==> src/rtl/spi_window_assembler.sv <==
// Oversampled SPI column receiver assembling a KERNEL x KERNEL sliding window with image coordinates.
// Window is valid 1 cycle after word done; stalls hold the window, and a new word during a stall overwrites it and flags overrun.
module spi_window_assembler #(
  parameter int PIXEL_BITS  = 4,
  parameter int KERNEL      = 3,
  parameter int MSG_BITS    = 16,
  parameter int IMG_WIDTH   = 320,
  parameter int IMG_HEIGHT  = 240,
  parameter int SYNC_STAGES = 2,
  parameter int PRIME       = 1
) (
  input  logic                                   mainClk,
  input  logic                                   reset,
  input  logic                                   spiClk,
  input  logic                                   sdi,
  input  logic                                   ncs,
  output logic [KERNEL*KERNEL*PIXEL_BITS-1:0]    window,
  output logic                                   windowValid,
  input  logic                                   windowReady,
  output logic [$clog2(IMG_WIDTH)-1:0]           windowX,
  output logic [$clog2(IMG_HEIGHT)-1:0]          windowY,
  input  logic                                   errClear,
  output logic [1:0]                             errFlags
);

  localparam int COL_BITS = KERNEL * PIXEL_BITS;
  localparam int XW = $clog2(IMG_WIDTH);
  localparam int YW = $clog2(IMG_HEIGHT);
  localparam int BW = $clog2(MSG_BITS + 1);
  localparam int CW = $clog2(KERNEL + 1);
  localparam logic [XW-1:0] X_LAST   = XW'(IMG_WIDTH - 1);
  localparam logic [YW-1:0] Y_LAST   = YW'(IMG_HEIGHT - 1);
  localparam logic [BW-1:0] BIT_LAST = BW'(MSG_BITS - 1);
  localparam logic [BW-1:0] BIT_FULL = BW'(MSG_BITS);
  localparam logic [CW-1:0] COL_FULL = CW'(KERNEL);

  logic [SYNC_STAGES-1:0] sclkPipe, sdiPipe, ncsPipe;
  logic                   sclkPrev, ncsPrev;
  logic                   sclkSync, sdiSync, ncsSync;
  logic                   sclkRise, ncsFall, ncsRise;

  assign sclkSync = sclkPipe[SYNC_STAGES-1];
  assign sdiSync  = sdiPipe[SYNC_STAGES-1];
  assign ncsSync  = ncsPipe[SYNC_STAGES-1];
  assign sclkRise = sclkSync & ~sclkPrev;
  assign ncsFall  = ~ncsSync & ncsPrev;
  assign ncsRise  = ncsSync & ~ncsPrev;

  always_ff @(posedge mainClk) begin
    if (reset) begin
      sclkPipe <= '0;
      sdiPipe  <= '0;
      ncsPipe  <= '0;
      sclkPrev <= 1'b0;
      ncsPrev  <= 1'b0;
    end else begin
      sclkPipe <= {sclkPipe[SYNC_STAGES-2:0], spiClk};
      sdiPipe  <= {sdiPipe[SYNC_STAGES-2:0], sdi};
      ncsPipe  <= {ncsPipe[SYNC_STAGES-2:0], ncs};
      sclkPrev <= sclkSync;
      ncsPrev  <= ncsSync;
    end
  end

  // Only the low COL_BITS of the message survive an MSB-first shift, so older bits fall off the top.
  logic                active;
  logic [BW-1:0]       bitCnt;
  logic [COL_BITS-1:0] shiftReg;
  logic                wordDone;
  logic                partialWord;

  assign partialWord = ncsRise && active && (bitCnt != '0) && (bitCnt != BIT_FULL);

  always_ff @(posedge mainClk) begin
    if (reset) begin
      active   <= 1'b0;
      bitCnt   <= '0;
      shiftReg <= '0;
      wordDone <= 1'b0;
    end else begin
      wordDone <= 1'b0;
      if (ncsFall) begin
        active <= 1'b1;
        bitCnt <= '0;
      end else if (ncsRise) begin
        active <= 1'b0;
        bitCnt <= '0;
      end else if (active && sclkRise && (bitCnt != BIT_FULL)) begin
        shiftReg <= {shiftReg[COL_BITS-2:0], sdiSync};
        bitCnt   <= bitCnt + 1'b1;
        wordDone <= (bitCnt == BIT_LAST);
      end
    end
  end

  logic          hasCol;
  logic [CW-1:0] rowCols, rowColsNext;
  logic          xWrap, qualify, overrun, validNext;
  logic [1:0]    errNext;

  always_comb begin
    xWrap       = 1'b0;
    rowColsNext = rowCols;
    qualify     = 1'b0;
    overrun     = 1'b0;
    validNext   = 1'b0;
    errNext     = errFlags;

    xWrap = hasCol && (windowX == X_LAST);
    if (!hasCol || xWrap) begin
      rowColsNext = CW'(1);
    end else if (rowCols != COL_FULL) begin
      rowColsNext = rowCols + 1'b1;
    end
    qualify   = (PRIME == 0) || (rowColsNext == COL_FULL);
    overrun   = wordDone && windowValid && !windowReady;
    validNext = (wordDone && qualify) || (windowValid && !windowReady);
    // Error events are OR-ed after the clear so a same-cycle event keeps its flag.
    errNext = (errClear ? 2'b00 : errFlags) | {partialWord, overrun};
  end

  always_ff @(posedge mainClk) begin
    if (reset) begin
      window      <= '0;
      windowValid <= 1'b0;
      windowX     <= '0;
      windowY     <= '0;
      errFlags    <= '0;
      hasCol      <= 1'b0;
      rowCols     <= '0;
    end else begin
      windowValid <= validNext;
      errFlags    <= errNext;
      if (wordDone) begin
        hasCol  <= 1'b1;
        rowCols <= rowColsNext;
        if (hasCol) begin
          windowX <= xWrap ? '0 : windowX + 1'b1;
          if (xWrap) begin
            windowY <= (windowY == Y_LAST) ? '0 : windowY + 1'b1;
          end
        end
        for (int r = 0; r < KERNEL; r++) begin
          for (int c = 0; c < KERNEL - 1; c++) begin
            window[(r*KERNEL+c)*PIXEL_BITS +: PIXEL_BITS] <= window[(r*KERNEL+c+1)*PIXEL_BITS +: PIXEL_BITS];
          end
          window[(r*KERNEL+KERNEL-1)*PIXEL_BITS +: PIXEL_BITS] <= shiftReg[(KERNEL-r)*PIXEL_BITS-1 -: PIXEL_BITS];
        end
      end
    end
  end

endmodule

==> config.mk <==
export PLATFORM = sky130hd
export DESIGN_NAME = spi_window_assembler
export DESIGN_NICKNAME = d
export VERILOG_FILES = /design/src/rtl/spi_window_assembler.sv
export SDC_FILE = /design/constraint.sdc
export NUM_CORES = 1
export LEC_CHECK = 0
export BUFFER_PORTS_ARGS = -buffer_cell sky130_fd_sc_hd__buf_2
export CAP_MARGIN = 10
export CORE_ASPECT_RATIO = 0.9
export CORE_MARGIN = 10
export CORE_UTILIZATION = 59
export CTS_CLUSTER_SIZE = 16
export DETAILED_ROUTE_END_ITERATION = 8
export PLACE_DENSITY = 0.9
export SETUP_SLACK_MARGIN = 0.2
export SKIP_LAST_GASP = 1
export SYNTH_ARGS = -nofsm -noshare
export SYNTH_HDL_FRONTEND = slang
export SYNTH_SLANG_ARGS = --single-unit
==> constraint.sdc <==
create_clock -name mainClk -period 4.1 [get_ports mainClk]
set_input_delay 0.41 -clock mainClk [delete_from_list [all_inputs] [get_ports mainClk]]
set_output_delay 0.41 -clock mainClk [all_outputs]
set_load 0.005 [all_outputs]
# --- After elaboration in Yosys (flattened, before gate mapping) ---
# Index checks and enable logic that the tools add are counted.
word_totals:
  register_bits: 86
classes:
  n_addsub: 4
  eq_ne: 6
  muxes: 7
  n_bitwise: 10
  n_reduce_logical: 21
ops:
  columns: ["op", "count"]
  rows:
  - ["$logic_and 1x1->1", 10]
  - ["$add 9x1->9 const B", 1]
  - ["$eq 9x9->1 const B", 1]
  - ["$mux 9", 1]
  - ["$add 8x1->8 const B", 1]
  - ["$eq 8x8->1 const B", 1]
  - ["$mux 8", 1]
  - ["$mux 2", 3]
  - ["$not 1->1", 6]
  - ["$reduce_and 3->1", 2]
  - ["$add 5x1->5 const B", 1]
  - ["$eq 5x4->1 const B", 1]
  - ["$ne 5x5->1 const B", 1]
  - ["$reduce_bool 5->1", 1]
  - ["$reduce_or 4->1", 1]
  - ["$and 1x1->1", 3]
  - ["$reduce_or 3->1", 1]
  - ["$add 2x1->2 const B", 1]
  - ["$eq 2x2->1 const B", 1]
  - ["$logic_not 1->1", 2]
  - ["$logic_or 1x1->1", 2]
  - ["$mux 1", 2]
  - ["$ne 2x2->1 const B", 1]
  - ["$or 2x2->2", 1]
  - ["other kinds (2)", 2]

# --- Logic depth before layout (Yosys ltp) ---
# Gate-level depths: netlist of the first run.
logic_depth:
  word_depth: 7
  mapped_depth: 8
  mapped_depth_nobuf: 6

# --- Worst setup path before layout of the first run ---
# OpenSTA, ideal clock, no wires.
synth_timing:
  path_type: "flip-flop to flip-flop"
  startpoint: "register windowX[0]"
  endpoint: "register windowY[3]"
  setup_ns: 0.117
  arrival_ns: 1.466
  t_required_ns: 3.983
  slack_ns: 2.516
  stages_incl_launch_ff: 8
  n_path_buf: 3
  cell_sequence: "dfxtp_1 -> ha_1 -> and4_1 -> buf_2 -> and3_1 -> buf_6 -> buf_6 -> a32o_1"
synth_via:
  elab_chain_cells: 3
synth_lines:
  columns: ["element", "line", "rtl"]
  rows:
  - ["start: declaration", "20", "output logic [$clog2(IMG_WIDTH)-1:0] windowX,"]
  - ["start signal: assignment", "138", "windowX <= xWrap ? '0 : windowX + 1'b1;"]
  - ["$eq 9x9->1", "109", "xWrap = hasCol && (windowX == X_LAST);"]
  - ["$logic_and 1x1->1", "109", null]
  - ["$reduce_and 3->1 (no line)", null, null]
  - ["end signal: assignment", "140", "windowY <= (windowY == Y_LAST) ? '0 : windowY + 1'b1;"]
  - ["end: declaration", "21", "output logic [$clog2(IMG_HEIGHT)-1:0] windowY,"]
# No other way between the ends.
# A chain may end at the register's enable or synchronous reset.

# --- Worst setup path in the final report of the first run ---
layout_timing:
  startpoint: "register wordDone"
  endpoint: "register windowY[5]"
layout_via:
  elab_chain_cells: 1
layout_lines:
  columns: ["element", "line", "rtl"]
  rows:
  - ["start: declaration", "69", "logic wordDone;"]
  - ["start signal: assignment", "91", "wordDone <= (bitCnt == BIT_LAST);"]
  - ["$reduce_and 3->1 (no line)", null, null]
# No other way between the ends.

==> results of run 1 <==
synthesized netlist by cell type (2+ instances only):
| library cell | n |
|---|---|
| dfxtp_1 | 86 |
| nor3b_1 | 4 |
| nand2b_1 | 3 |
| a21oi_1 | 19 |
| buf_2 | 6 |
| buf_1 | 5 |
| and3_1 | 8 |
| clkbuf_1 | 5 |
| o21ai_0 | 5 |
| inv_1 | 7 |
| nor2_1 | 52 |
| nor3_1 | 5 |
| and4_1 | 2 |
| mux2i_1 | 40 |
| ha_1 | 7 |
| or3_1 | 2 |
| nand2_1 | 21 |
| and2_1 | 2 |
| nor2b_1 | 10 |
| xor2_1 | 9 |
| buf_6 | 3 |
| nand3_1 | 18 |
| nand3b_1 | 2 |
| a32o_1 | 4 |
| nand4_1 | 6 |
routing by layer:
metal	share of wire, %	up-vias	GRT usage [%]	wire [um]
met5	0	-	0	0
met3	5.2	11	4.88	368
met1	42	1228	16.7	2940
met2	51	57	26.6	3600
met4	1.6	0	7.04	114
li1	-	1304	-	-
final cells by class:
class,count,area share [%]
Clock buffer,12,3.73
Clock inverter,3,1.77
Inverter,7,0.676
Multi-Input combinational cell,234,38.9
Sequential cell,86,44.3
Tap cell,70,2.25
Timing Repair Buffer,64,8.37
logic make-up (layout without fill, tap and decap cells):
| family | after synthesis | in the layout | share of synthesized area [%] |
|---|---|---|---|
| adder cells (fa/ha/maj) | 7 | 7 | 2.60 |
| AO/OA/AOI/OAI | 37 | 37 | 7.16 |
| multiplexers | 40 | 40 | 11.9 |
| AND/OR/NAND/NOR | 140 | 140 | 20.6 |
| buffers and inverters | 28 | 86 | 4.15 |
| flip-flops | 86 | 86 | 51.0 |
| XOR/XNOR | 10 | 10 | 2.60 |
where the power goes:
part	internal (W)	switching, W
Combinational	0.00000671	0.0000189
Sequential	0.000838	0.00000111
Clock	0.000358	0.000271
Total	0.00120	0.000291
through the flow:
| step | hold WS, ns | power, W | area [um2] | setup slack, ns | utilization, % |
|---|---|---|---|---|---|
| after floorplan | 0.414 | 0.000877 | 3370 | 2.52 | - |
| after global placement | 0.421 | 0.000883 | 3670 | 1.87 | 65.3 |
| after detailed placement | 0.434 | 0.000884 | 3670 | 1.70 | 65.3 |
| after CTS | 0.257 | 0.00150 | 3890 | 1.70 | 69.1 |
| after global routing | 0.270 | 0.00154 | 3890 | 1.51 | 69.1 |
| final | 0.273 | 0.00149 | 3890 | 1.67 | 69.1 |
registers in the layout, indices dropped and copies added, names as in the netlist, 2 cells and up:
name      flops
bitCnt        5
windowX       9
ncsPipe       2
sdiPipe       2
shiftReg     12
window       36
errFlags      2
rowCols       2
sclkPipe      2
windowY       8
worst paths after layout:
| kind | from | endpoint | cells after the start | slack [ns] |
|---|---|---|---|---|
| max reg2reg | wordDone | windowY[5] | 5 | 1.67 |
| min reg2reg | sdiPipe[0] | sdiPipe[1] | 1 | 0.44 |
| min | ncs | ncsPipe[0] | 2 | 0.27 |
| max | wordDone | windowY[5] | 5 | 1.67 |
==> summary.txt, run 1 <==
STA
  – Hold Vio Cnt, Final: 0
  – Worst slew margin: 22.0%
  – Worst slew pin tran: 1.17 ns
  – Final clock skew: 0.0120 ns
  – Period utilization: 59.4%
  – # setup viols final: 0
  – Fin. max-slew vios: 0
  – Setup tns final: 0 ns
  – RSZ-0062 raised after global routing: no
  – Post-route minimum period: 2.43 ns
  – Fmax: 411 MHz

Place
  – Post-DP HPWL: 4940 um
  – Placed cells: 461
  – Input/output buffers: 62
  – Gp weighted congestion: 0.844

Final layout
  – Sequential Area: 1720 um2
  – Synth-to-layout area growth: 15.2%
  – Diodes inserted: 0
  – NumNets Final: 416
  – FILL cells: 424
  – Commonest non-fill, non-tap cells in the layout: 85 x dfxtp_1, 62 x buf_2, 52 x nor2_1, 40 x mux2i_1, 21 x nand2_1
  – Share of cells above drive strength 1: 20.4%
  – Final non-filler cell total: 476
  – Multi-input gate area: 1510 um2
  – Most common cell after layout, fill and taps aside: dfxtp_1

Setup path
  – CP Data Required Time: 4.34 ns
  – Critical Path AT: 2.67 ns
  – Worst path slowest cell: and3_1
  – Worst Setup End Kind: flip-flop
  – CP max FO: 44
  – Crit path max-delay family: simple AND/OR/NAND/NOR gates
  – CP Cell Sequence: buf_4 -> and4_1 -> and3_1 -> o21ai_0 -> a32o_1
  – CP Launch Type: flip-flop
  – Critical path type: flip-flop to flip-flop
  – WP buf/inv: 1
  – CP peak stage delay: 0.57 ns

Clock network
  – Clock sink total: 86
  – CTS resizes: 0
  – Clock-pin slew on the worst setup and hold paths: 0.08 ns
  – Total CTS buffers: 9
  – Clk root buf: clkbuf_8
  – Hold Buf Count CTS: 0
  – CTS tree: built
  – CTS Buffer Depth: 2
  – Htree depth: 3
  – Post-CTS Setup Repair Bufs: 0
  – Clk_lat worst skew: 0.35 ns

Synthesis
  – Post-synth top area cell: dfxtp_1
  – Syn Inst Count: 348
  – Yosys reg bits: 86
  – Main area contributors after synthesis: dfxtp_1 51%, mux2i_1 12%, nor2_1 5.8%
  – Yosys warning count: 0
  – Yosys cell types: 42
  – Synth Cell Area: 3370 um2
  – Number of synthesized flops with an enable pin: 0
  – Post-synth net total: 362
  – Fraction of registers with async set/reset: 0%
  – Avg Inst Size Synth: 9.69 um2
  – Seq/Total Area, Yosys: 51.0%
  – Synth top area share: 51.0%
  – Predominant post-synthesis flop cell: dfxtp_1

Route
  – Routed via count: 2,600
  – Final ANT Viol Nets: 0
  – # DRC: 0
  – WL final: 7020 um
  – DR vias/cell: 5.46
  – First-pass iteration count of the detailed router: 4
  – DR WL/cell: 14.8 um
  – DR iter-0 viols: 172

GRT
  – First-pass GRT wire length: 11,700 um
  – Vias in the first global route: 2,506
  – Gr usage total: 15.4%
  – Largest net degree at the start of global routing: 55
  – Gr ovfl total: 0
  – Antenna violations before repair: 0

Min path
  – Worst hold-check path type: input pin to flip-flop

Floorplan
  – Ports: 63
  – Die width: 99.7 um
  – DIE HEIGHT: 91.7 um
  – Core Area: 5630 um2
  – Row cnt: 26
  – Initial Util: 59.9%
  – Die area: 9150 um2

Power and ir drop
  – Worst vdd ir: 0.334 mV
  – Pwr Density: 384 nW/um2
  – Lkg Pwr: 1.57 nW

Run
  – Max Cap Viol: 0

Outcome
  – Status: finished, final reports clean
(Power assumes the default switching activity.)
==> run 2: changes to the inputs <==
- CORE_UTILIZATION: 59 -> 49
- PLACE_DENSITY: 0.9 -> 0.81
- clock period: 4.1 -> 2.1 ns (I/O delays scaled with it)
==> summary.txt, run 2 (same netlist as run 1, synthesis figures left out) <==
Outcome
  – Status: finished, final reports clean

Power and ir drop
  – Flop pwr share: 57.7% (+1.5 points)
  – Pwr Density: 720 nW/um2 (+87%)
  – Worst vdd ir: 0.377 mV (+13%)
  – Sw frac: 21.2% (+1.7 points)
  – Comb pwr share: 1.9% (+0.2 points)
  – Clk network pwr share: 40.4% (-1.7 points)
  – Design Power: 0.00284 W (+90%)
  – Lkg Pwr: 1.59 nW (+1.3%)
  – Int Pwr: 0.00224 W (+86%)
  – NetSw: 0.000601 W (+110%)

Setup path
  – Critical Path Stages: 5 (unchanged)
  – CP max FO: 11 (-75%)
  – Critical Path AT: 1.97 ns (-0.70 ns)
  – WP buf/inv: 0 (-1)
  – Reg2reg path depth: 5 (unchanged)
  – CP Launch Type: flip-flop
  – CP Data Required Time: 2.35 ns (-1.99 ns)
  – Critical path type: flip-flop to flip-flop
  – CP peak stage delay: 0.38 ns (-0.19 ns)
  – Crit path max-delay family: simple AND/OR/NAND/NOR gates
  – CP Cell Sequence: ha_1 -> and4_1 -> and3_4 -> o21ai_0 -> a32o_1
  – Worst Setup End Kind: flip-flop
  – Worst path slowest cell: dfxtp_1
  – Reg2reg setup slack: 0.38 ns (-1.29 ns)

Min path
  – WHS Path Cells: 2 (unchanged)
  – Worst hold-check path type: input pin to flip-flop

STA
  – Hold Vio Cnt, Final: 0 (unchanged)
  – Final clock skew: 0.00399 ns (-0.00803 ns)
  – Post-route minimum period: 1.72 ns (-0.713 ns)
  – # setup viols final: 0 (unchanged)
  – Final WS setup: 0.379 ns (-1.29 ns)
  – Fmax: 581 MHz (+41%)
  – Period utilization: 81.9% (+23 points)
  – Worst slew margin: 66.4% (+44 points)
  – RSZ-0062 raised after global routing: no
  – Worst slew pin tran: 0.503 ns (-0.667 ns)
  – Fin. max-slew vios: 0 (unchanged)
  – Setup tns final: 0 ns (unchanged)

Final layout
  – Commonest non-fill, non-tap cells in the layout: 85 x dfxtp_1, 62 x buf_2, 52 x nor2_1, 40 x mux2i_1, 21 x nand2_1
  – NumNets Final: 421 (+1.2%)
  – Final non-filler cell total: 502 (+5.5%)
  – Multi-input gate area: 1520 um2 (+0.33%)
  – Synth-to-layout area growth: 16.8%
  – Max reg flops: 36 (unchanged)
  – Sequential Area: 1720 um2 (unchanged)
  – Most common cell after layout, fill and taps aside: dfxtp_1
  – Top reg by flops: window
  – Top Registers: window (36), shiftReg (12), windowX (9)
  – Diodes inserted: 0 (unchanged)
  – Post-Route Utilization: 59.5% (-9.6 points)
  – Share of cells above drive strength 1: 22.1% (+1.6 points)
  – FILL cells: 546 (+29%)

Floorplan
  – DIE HEIGHT: 98.7 um (+7.6%)
  – Die area: 10,600 um2 (+16%)
  – Initial Util: 50.9% (-9.0 points)
  – Ports: 63 (unchanged)
  – Core Area: 6620 um2 (+18%)
  – Die width: 107 um (+7.8%)
  – Row cnt: 28 (+7.7%)

Run
  – Max Cap Viol: 0 (unchanged)

Place
  – Gp weighted congestion: 0.871 (+3.2%)
  – Input/output buffers: 62 (unchanged)
  – Dpl ws: 0.224 ns (-1.48 ns)
  – Placed cells: 486 (+5.4%)
  – Post-DP HPWL: 4970 um (+0.61%)

Clock network
  – CTS tree: built
  – Htree depth: 3 (unchanged)
  – Clk_lat worst skew: 0.35 ns (about the same)
  – CTS resizes: 0 (unchanged)
  – Clock-pin slew on the worst setup and hold paths: 0.08 ns (about the same)
  – Post-CTS Setup Repair Bufs: 0 (unchanged)
  – Clock sink total: 86 (unchanged)
  – Total CTS buffers: 9 (unchanged)
  – Hold Buf Count CTS: 0 (unchanged)
  – Clk root buf: clkbuf_8
  – CTS Buffer Depth: 2 (unchanged)

GRT
  – Gr usage total: 13.2% (-2.1 points)
  – Antenna violations before repair: 0 (unchanged)
  – First-pass GRT wire length: 11,500 um (-1.8%)
  – Largest net degree at the start of global routing: 39 (-29%)
  – Gr ovfl total: 0 (unchanged)
  – Vias in the first global route: 2,540 (+1.4%)

Route
  – DR iter-0 viols: 117 (-32%)
  – DR WL/cell: 13.9 um (-5.9%)
  – First-pass iteration count of the detailed router: 4 (unchanged)
  – Routed via count: 2,615 (+0.58%)
  – Final ANT Viol Nets: 0 (unchanged)
  – # DRC: 0 (unchanged)
  – DR vias/cell: 5.21 (-4.6%)
  – WL final: 6970 um (-0.80%)
==> run 2: final timing paths <==
path / end / start
hold / removal: sclkPipe[0] / spiClk
setup reg to reg: windowY[6] / windowX[0]
hold reg to reg: sclkPipe[1] / sclkPipe[0]
setup / recovery: windowY[6] / windowX[0]
==> run 2: cell type report <==
class	count	area share [%]
Sequential cell	86	43.7
Multi-Input combinational cell	234	38.5
Timing Repair Buffer	69	9.21
Clock buffer	11	3.59
Tap cell	90	2.86
Clock inverter	5	1.46
Inverter	7	0.667
==> run 2: metal layers <==
layer	part of all wire [%]	routed length, um	global-route usage [%]
met3	5.8	406	4.88
met2	50	3500	22.6
met4	1.9	132	6.47
met1	42	2930	14.1
met5	0	0	0
==> run 2: through the flow <==
step / hold WS, ns / area (um2)
after global placement: 0.420 / 3740
after detailed placement: 0.420 / 3740
after CTS: 0.0526 / 3940
after floorplan: 0.338 / 3370
after global routing: 0.0533 / 3940
final: 0.0648 / 3940
==> run 2: power groups by stage <==
| stage | clock (W) | combinational, W | sequential (W) |
|---|---|---|---|
| 2_1_floorplan | 0 | 0.0000370 | 0.00168 |
| 3_3_place_gp | 0 | 0.0000517 | 0.00168 |
| 3_5_place_dp | 0 | 0.0000523 | 0.00168 |
| 4_1_cts | 0.00118 | 0.0000530 | 0.00164 |
| 5_1_grt | 0.00124 | 0.0000591 | 0.00164 |
| 6_report | 0.00115 | 0.0000526 | 0.00164 |
==> run 2: worst reg2reg max path: stages, from the launching register on <==
cell and delay (ns):
dfxtp_1 0.38, ha_1 0.23, and4_1 0.32, and3_4 0.30, o21ai_0 0.11, a32o_1 0.26
==> run 3: changes to the inputs <==
- ABC_AREA: unset -> 1
- CORE_UTILIZATION: 49 -> 55
- PLACE_DENSITY: 0.81 -> 0.85
- clock period: 2.1 -> 1.7 ns (I/O delays scaled with it)
==> summary.txt, run 3 <==
Setup path
  – CP Cell Sequence: inv_1 -> ha_1 -> nand4_1 -> nand2_2 -> inv_4 -> nand2_1 -> o211ai_1 -> inv_1
  – Crit path launch: bitCnt[0]
  – R2R Path Start: bitCnt[0]
  – CP max FO: 15 (+4)
  – Most frequent CP cell: inv_1
  – Worst Setup End Kind: flip-flop
  – Critical path type: flip-flop to flip-flop
  – CP Launch Type: flip-flop
  – CP peak stage delay: 0.35 ns (-0.03 ns)
  – Worst path slowest cell: dfxtp_1
  – Crit path max-delay family: simple AND/OR/NAND/NOR gates
  – Critical Path AT: 1.64 ns (-0.33 ns)
  – CP Data Required Time: 1.95 ns (-0.40 ns)
  – WP buf/inv: 3 (+3)

Final layout
  – Top Registers: window (36), shiftReg (12), windowX (9)
  – NumNets Final: 528 (+25%)
  – Synth-to-layout area growth: 19.8%
  – Post-Route Utilization: 67.4% (+7.9 points)
  – Max reg flops: 36 (unchanged)
  – Top reg by flops: window
  – Most common cell after layout, fill and taps aside: nor2_1
  – Diodes inserted: 0 (unchanged)
  – Post-route cell area: 4100 um2 (+4.0%)
  – Commonest non-fill, non-tap cells in the layout: 98 x nor2_1, 83 x dfxtp_1, 62 x buf_2, 61 x nand2_1, 44 x o21ai_0
  – Share of cells above drive strength 1: 21.8% (-0.27 points)

Power and ir drop
  – Pwr Density: 879 nW/um2 (+22%)
  – NetSw: 0.000732 W (+22%)
  – Flop pwr share: 56.3% (-1.4 points)
  – Comb pwr share: 2.4% (+0.5 points)
  – Clk network pwr share: 41.3% (+0.9 points)
  – Lkg Pwr: 2.03 nW (+28%)
  – Worst vdd ir: 0.602 mV (+60%)
  – Int Pwr: 0.00287 W (+28%)
  – Sw frac: 20.3% (-0.87 points)

Synthesis
  – Post-synth net total: 459 (+27%)
  – Syn Inst Count: 445 (+28%)
  – Predominant post-synthesis flop cell: dfxtp_1
  – Compound-cell area share of the yosys netlist: 12.1% (+5.0 points)
  – Yosys cell types: 29 (-31%)
  – Synth top area share: 50.3% (-0.71 points)
  – Main area contributors after synthesis: dfxtp_1 50%, nor2_1 11%, nand2_1 6.8%
  – Synth Area in XOR/XNOR: 1.28% (-1.3 points)
  – Number of synthesized flops with an enable pin: 0 (unchanged)
  – Top-count cell post-synth: nor2_1
  – Largest family of logic cells by synthesized area: simple AND/OR/NAND/NOR gates
  – Post-Synth Simple-Gate Area: 26.4% (+5.8 points)
  – Synth Area in Adders: 2.56% (-0.036 points)
  – Yosys reg bits: 86 (unchanged)
  – Fraction of registers with async set/reset: 0% (unchanged)
  – Seq/Total Area, Yosys: 50.3% (-0.71 points)
  – List of most frequent post-synthesis cells: 102 x nor2_1, 86 x dfxtp_1, 62 x nand2_1
  – Mux contribution to synthesized area: 0% (-12 points)
  – Yosys warning count: 0 (unchanged)
  – Post-synth top area cell: dfxtp_1
  – Avg Inst Size Synth: 7.69 um2 (-21%)
  – Synth Cell Area: 3420 um2 (+1.4%)

STA
  – RSZ-0062 raised after global routing: no
  – Period utilization: 81.8% (-0.18 points)
  – Setup tns final: 0 ns (unchanged)
  – Worst slew pin tran: 0.389 ns (-0.114 ns)
  – # setup viols final: 0 (unchanged)
  – Fmax: 719 MHz (+24%)
  – Worst slew margin: 74.1% (+7.7 points)
  – Final WS setup: 0.310 ns (-0.0692 ns)
  – Hold Vio Cnt, Final: 0 (unchanged)
  – Final clock skew: 0.0132 ns (+0.00923 ns)
  – Post-route minimum period: 1.39 ns (-0.331 ns)
  – Fin Hold WS: 0.0193 ns (-0.0455 ns)
  – Fin. max-slew vios: 0 (unchanged)

Clock network
  – Clk_lat worst skew: 0.35 ns (about the same)
  – Clk root buf: clkbuf_8
  – Htree depth: 3 (unchanged)
  – CTS tree: built
  – Clock sink total: 86 (unchanged)
  – CTS Buffer Depth: 2 (unchanged)
  – Total CTS buffers: 9 (unchanged)
  – Clock-pin slew on the worst setup and hold paths: 0.08 ns (about the same)

GRT
  – Antenna violations before repair: 0 (unchanged)
  – Vias in the first global route: 2,775 (+9.3%)
  – Largest net degree at the start of global routing: 46 (+18%)
  – First-pass GRT wire length: 12,600 um (+9.3%)
  – Gr ovfl total: 0 (unchanged)
  – Gr usage total: 15.9% (+2.6 points)

Route
  – # DRC: 0 (unchanged)
  – DR WL/cell: 12.9 um (-7.4%)
  – DR vias/cell: 5.13 (-1.4%)
  – Routed via count: 3,029 (+16%)
  – Final ANT Viol Nets: 0 (unchanged)
  – WL final: 7590 um (+8.9%)
  – First-pass iteration count of the detailed router: 5 (+1)
  – DR iter-0 viols: 165 (+41%)

Place
  – Dpl ws: 0.189 ns (-0.0343 ns)
  – Gp weighted congestion: 0.901 (+3.4%)
  – Input/output buffers: 62 (unchanged)
  – Post-DP HPWL: 5370 um (+8.1%)
  – Placed inst area: 3800 um2 (+1.7%)

Min path
  – Worst Hold Launch: ncs
  – Worst hold-check path type: input pin to flip-flop

Floorplan
  – Initial Util: 56.3% (+5.3 points)
  – Ports: 63 (unchanged)
  – DIE HEIGHT: 94.8 um (-3.9%)
  – Die area: 9780 um2 (-7.8%)
  – Core Area: 6080 um2 (-8.2%)
  – Row cnt: 27 (-3.6%)
  – Die width: 103 um (-4.0%)

Outcome
  – Status: finished, final reports clean

Run
  – Max Cap Viol: 0 (unchanged)
[run 3: cell count changes in the layout (fill, tap and decap cells not counted), sizes merged, moves of 10 or more]
cell,previous run,this run
nor2b,10,0
mux2i,40,0
nand2,21,66
o21ai,5,46
nor2,52,104
inv,8,46
[run 3: per-layer routing]
metal,share of wire (%),vias to the layer above,wire length (um),global-route usage [%]
met2,51,64,3840,27.8
met4,1.6,0,121,5.90
met3,5.6,14,425,5.40
li1,-,1557,-,-
met5,0,-,0,0
met1,42,1394,3200,17.4
[run 3: repair_timing]
action | 4_1_cts | 5_1_grt
pin swaps | 0 | 2
buffers inserted | 0 | 6
setup endpoints to repair | 1 | 25
hold buffers | 1 | 0
gates resized for setup | 1 | 12
endpoints found under the hold margin | 1 | 0
[run 3: power by group through the flow]
stage	logic (W)	clock network, W	registers [W]
2_1_floorplan	0.0000584	0	0.00207
5_1_grt	0.0000982	0.00160	0.00203
3_5_place_dp	0.0000837	0	0.00207
3_3_place_gp	0.0000805	0	0.00207
4_1_cts	0.0000860	0.00152	0.00203
6_report	0.0000863	0.00149	0.00203
[run 3: cell families (layout without fill, tap and decap cells)]
kind of cell	after synthesis	count (layout)
buffers and inverters	63	136
xor gates and xnor gates	5	5
and+or+nand+nor	204	204
DFF	86	86
adders and majority gates	7	7
AOI/OAI and AO/OA	80	80
[run 3: layout make-up]
class / instances / area (um2)
fill: 490 / 1980
sequential: 86 / 1730
multi-input combinational: 296 / 1480
timing repair buffer: 75 / 423
inverter: 46 / 175
clock buffer: 11 / 131
tap: 72 / 90.1
clock inverter: 4 / 72.6
[run 3: final timing paths]
kind                endpoint  slack [ns]  depth (start not counted)
setup / recovery   bitCnt[4]        0.31                          8
setup reg to reg   bitCnt[4]        0.31                          8
hold / removal    ncsPipe[0]        0.02                          3
hold reg to reg   sdiPipe[1]        0.40                          2
[run 3: metrics by stage]
stage / power (W) / std cells
6_report: 0.00360 / 590
3_5_place_dp: 0.00216 / 568
3_3_place_gp: 0.00215 / 568
2_1_floorplan: 0.00213 / 445
5_1_grt: 0.00372 / 590
4_1_cts: 0.00363 / 584
[run 3: worst reg2reg max path: cells and delay by family, from the launching register on]
kind | cells | cell delay, ns
flip-flops | 1 | 0.35
adder cells (fa/ha/maj) | 1 | 0.20
buffers and inverters | 3 | 0.30
AO/OA/AOI/OAI | 1 | 0.08
AND/OR/NAND/NOR | 3 | 0.36
